`src/rtl/cache_control.sv`:
```
// Two-way set-associative cache controller: hit/miss handling, dirty-victim
// writeback, line allocation and saturating hit/miss performance counters.
module cache_control #(
  parameter int unsigned CNT_W = 16
) (
  input  logic             clk,
  input  logic             reset,
  input  logic             mem_read,
  input  logic             mem_write,
  input  logic             hit0,
  input  logic             hit1,
  input  logic             v0,
  input  logic             v1,
  input  logic             dirty0,
  input  logic             dirty1,
  input  logic             lru,
  input  logic             pmem_resp,
  output logic             mem_resp,
  output logic             pmem_read,
  output logic             pmem_write,
  output logic             way_sel,
  output logic             valid_load,
  output logic             tag_load,
  output logic             data_load,
  output logic             dirty_load,
  output logic             lru_load,
  output logic             dirty_in,
  output logic             lru_in,
  output logic             wb_addr_sel,
  output logic [CNT_W-1:0] hit_cnt,
  output logic [CNT_W-1:0] miss_cnt
);

  typedef enum logic [1:0] {IDLE, COMPARE, WRITEBACK, ALLOCATE} state_t;

  localparam logic [CNT_W-1:0] CNT_MAX = '1;

  state_t state;
  logic   victim;
  logic   hit;
  logic   req;
  logic   miss_victim;
  logic   victim_dirty;

  assign hit          = hit0 | hit1;
  assign req          = mem_read | mem_write;
  // Invalid ways are filled before any LRU eviction.
  assign miss_victim  = (~v0) ? 1'b0 : (~v1) ? 1'b1 : lru;
  assign victim_dirty = miss_victim ? (v1 & dirty1) : (v0 & dirty0);

  always_ff @(posedge clk) begin
    if (reset) begin
      state    <= IDLE;
      victim   <= 1'b0;
      hit_cnt  <= '0;
      miss_cnt <= '0;
    end else begin
      case (state)
        IDLE: if (req) state <= COMPARE;
        COMPARE: begin
          if (hit) begin
            state <= IDLE;
            if (hit_cnt != CNT_MAX) hit_cnt <= hit_cnt + 1'b1;
          end else begin
            victim <= miss_victim;
            if (miss_cnt != CNT_MAX) miss_cnt <= miss_cnt + 1'b1;
            state <= victim_dirty ? WRITEBACK : ALLOCATE;
          end
        end
        WRITEBACK: if (pmem_resp) state <= ALLOCATE;
        ALLOCATE:  if (pmem_resp) state <= COMPARE;
        default:   state <= IDLE;
      endcase
    end
  end

  always_comb begin
    mem_resp    = 1'b0;
    pmem_read   = 1'b0;
    pmem_write  = 1'b0;
    way_sel     = 1'b0;
    valid_load  = 1'b0;
    tag_load    = 1'b0;
    data_load   = 1'b0;
    dirty_load  = 1'b0;
    lru_load    = 1'b0;
    dirty_in    = 1'b0;
    lru_in      = 1'b0;
    wb_addr_sel = 1'b0;
    case (state)
      COMPARE: begin
        if (hit) begin
          way_sel  = hit1;
          mem_resp = 1'b1;
          lru_load = 1'b1;
          lru_in   = ~hit1;
          if (mem_write) begin
            data_load  = 1'b1;
            dirty_load = 1'b1;
            dirty_in   = 1'b1;
          end
        end
      end
      WRITEBACK: begin
        pmem_write  = 1'b1;
        wb_addr_sel = 1'b1;
        way_sel     = victim;
      end
      ALLOCATE: begin
        pmem_read = 1'b1;
        way_sel   = victim;
        if (pmem_resp) begin
          data_load  = 1'b1;
          tag_load   = 1'b1;
          valid_load = 1'b1;
          dirty_load = 1'b1;
        end
      end
      default: ;
    endcase
  end

endmodule

```
`config.mk`:
```
export PLATFORM = sky130hd
export DESIGN_NAME = cache_control
export DESIGN_NICKNAME = d
export VERILOG_FILES = /design/src/rtl/cache_control.sv
export SDC_FILE = /design/constraint.sdc
export NUM_CORES = 1
export LEC_CHECK = 0
export ABC_AREA = 1
export CAP_MARGIN = 40
export CORE_MARGIN = 2
export CORE_UTILIZATION = 35
export DETAILED_ROUTE_END_ITERATION = 8
export DONT_BUFFER_PORTS = 1
export GPL_TIMING_DRIVEN = 0
export PLACE_DENSITY = 0.59
export SLEW_MARGIN = 20
export SYNTH_ARGS = -nofsm -noshare
export SYNTH_HDL_FRONTEND = slang
export SYNTH_SLANG_ARGS = --single-unit
```
`constraint.sdc`:
```
create_clock -name clk -period 4.68 [get_ports clk]
set_input_delay 0.936 -clock clk [delete_from_list [all_inputs] [get_ports clk]]
set_output_delay 0.936 -clock clk [all_outputs]
set_load 0.01 [all_outputs]
```
==> results.toml <==
[power]
comb_power_share_pct = 13.8
peakVddDrop_v = 0.000104
p_per_area_nw_per_um2 = 274
swShare_pct = 27.7
seqPwrFrac_pct = 48.4
switchingPower_uw = 180
power_uw = 649
p_leak_uw = 0.000903
clkPwrFrac_pct = 37.9
p_int_uw = 469

[clocking]
cts_setup_buffers = 0
hold_buffers = 0
h-tree-depth = 2
cts.repair.resized = 0
clkSinkCount = 35
path_clk_slew_ns = 0.07
clock_latency_ns = 0.29
clockRootBuffer = "clkbuf_8"
clock_path_buffers = 2
cts_tree = "built"
cts_buffers = 5

[setup_path]
crit_type = "register to output pin"
crit_slowest_cell = "o21ai_0"
worst_ep_required_time_ns = 3.74
r2r_end = "hit_cnt[9]$_SDFFE_PP0P_"
r2r_start = "state[1]$_SDFFE_PP0P_"
critPathArrivalTime_ns = 2.01
path_max_fanout = 6
path_common_cell = "inv_1"
start_kind = "register"
path_cells = "inv_1 -> ha_1 -> inv_2 -> nor2_4 -> inv_1 -> o21ai_0 -> buf_4"
cp-end-kind = "output pin"
critPathMaxStageDelay_ns = 0.38
reg2reg_depth = 10
ff2ff_setup_slack_ns = 2.88

[place]
place_inst = 404
port_buffers = 0
hpwl_mm = 4.06
place_congestion = 0.805

[logic_synthesis]
syn_nets = 348
syn_area_per_cell_um2 = 6.62
synth_seq_cells = 35
synth.distinct_cells = 26
seq_area_frac_synth_pct = 32.2
ys_warn_count = 0
synth_area_um2 = 2180
synthCells = 329

[timing]
period_needed_ns = 2.94
clock_skew_ns = 0.00266
drv_slew = 0
rsz0062_at_grt = "false"
hold_viol = 0
max_slew.worst_pin.slew_ns = 0.563
finalCritPeriodShare_pct = 62.9
hold_slack_ns = 0.531
slew_headroom_pct = 62.5
setup_viol = 0
fmax_mhz = 340
fin_tns_setup_ns = 0

[run_status]
status = "complete, no violations"

[hold_path]
hold_path_startpoint = "victim$_SDFFE_PP0P_"
hold_class = "register to register"
min_to = "victim$_SDFFE_PP0P_"
whs_path_depth = 2

[floorplanning]
core_um2 = 5960
ios = 56
dieArea_um2 = 6870
die_h_um = 82.9
rows = 28
die_w_um = 82.9
start_util_pct = 36.6

[finish]
layout.cells.non_filler = 412
areaGrowthSynthToFinish_pct = 8.90
seq_area_um2 = 701
drive_above_1_share_pct = 11.9
nets = 355
fillCellCount = 660
multi_input_area_um2 = 1280
n_antenna_cell = 0

[grt]
grt_max_degree = 11
grt_pass1_wl_mm = 8.77
grt_overflow = 0
grt_pass1_vias = 1826
track_usage_pct = 15.5
antenna_found_initial = 0

[drt]
ant_nets = 0
num_vias = 2061
via_per_inst = 5.00
firstDrtPassIters = 4
drc = 0
drtIter0Drc = 138
wl_per_cell_um = 13.0
routed_wl_mm = 5.35

[job]
max_cap_violations = 0
[how the worst max path moves through the flow]
stage                                startpoint    endpoint  slack [ns]  depth (start not counted)
final                     state[1]$_SDFFE_PP0P_  dirty_load        1.74                          7
after global routing      state[1]$_SDFFE_PP0P_  dirty_load        1.56                          7
after CTS                 state[1]$_SDFFE_PP0P_  dirty_load        1.69                          7
after detailed placement                   hit1  dirty_load        1.85                          5
after global placement                     hit1  dirty_load        1.87                          5
after floorplan                            hit1  dirty_load        1.99                          5
[routing by layer]
layer	GRT usage, %	wire, um	share of wire [%]	vias to the layer above
met3	4.57	358	6.7	8
met1	21.1	2570	48	923
met4	5.51	103	1.9	0
li1	-	-	-	1069
met2	23.3	2320	43	61
met5	0	0	0	-
[worst max-delay path: cells and delay by family, from the launching register on]
family	cells	cell delay (ns)
and+or+nand+nor	1	0.25
adders and majority gates	1	0.26
DFF	1	0.34
buffers and inverters	4	0.49
AOI/OAI and AO/OA	1	0.38
[kinds of logic after synthesis]
group,Yosys count,share of synthesized area [%]
AND/OR/NAND/NOR,206,44.2
buffers and inverters,40,9.02
AO/OA/AOI/OAI,37,9.02
flip-flops,35,32.2
adder cells (fa/ha/maj),7,4.02
XOR/XNOR,4,1.61
[layout by cell type, fill, tap and decap left out, types with 5 or more instances in the layout]
cell,count
a21oi_1,30
clkbuf_8,7
dfxtp_1,35
ha_1,7
inv_1,27
nand2_1,79
nand3_1,34
nand3_2,8
nand4_1,7
nor2_1,62
o21ai_0,5
[cell usage after synthesis]
cell type,n,area (um^2)
a21oi_1,30,150
o21ai_4,1,16.3
nor2_4,4,45.0
nand2_2,2,12.5
nor3b_1,1,7.51
dfxtp_1,35,701
inv_1,27,101
nand4_1,7,43.8
nand2_4,4,45.0
o21ai_0,5,25.0
ha_1,7,87.6
buf_4,4,30.0
buf_2,1,5.00
nor2_1,62,233
o21ai_1,1,5.00
buf_6,4,45.0
nand3_2,8,80.1
nor2_2,2,12.5
xnor2_1,3,26.3
nor3_1,2,10.0
xor2_1,1,8.76
or2_2,1,6.26
nand2_1,79,297
nand3_1,34,170
inv_2,2,7.51
clkbuf_1,2,7.51
[area by class of cell]
class,instances,share of cell area (%)
clock buffers,8,4.22
flip-flops and latches,35,29.5
well taps,75,3.96
inverters,29,4.59
plain buffers,11,3.69
multi-input cells,254,54.0
[stage by stage]
stage	area, um^2	utilization, %	setup slack [ns]
2_1_floorplan	2180	-	1.99
3_3_place_gp	2270	38.2	1.87
3_5_place_dp	2270	38.2	1.85
4_1_cts	2370	39.8	1.69
5_1_grt	2370	39.8	1.56
6_report	2370	39.8	1.74
[power by group through the flow]
stage          clock network (uW)  registers (uW)  logic, uW
3_5_place_dp                    0             321       90.0
3_3_place_gp                    0             320       88.6
4_1_cts                       255             314       90.2
6_report                      246             314       89.4
2_1_floorplan                   0             319       71.3
5_1_grt                       266             315       99.5
[sequential cells by signal (all words and copies together) (netlist names)]
name      count
hit_cnt      16
miss_cnt     16
state         2
victim        1
Note: power is estimated with default switching activity, not from simulation.
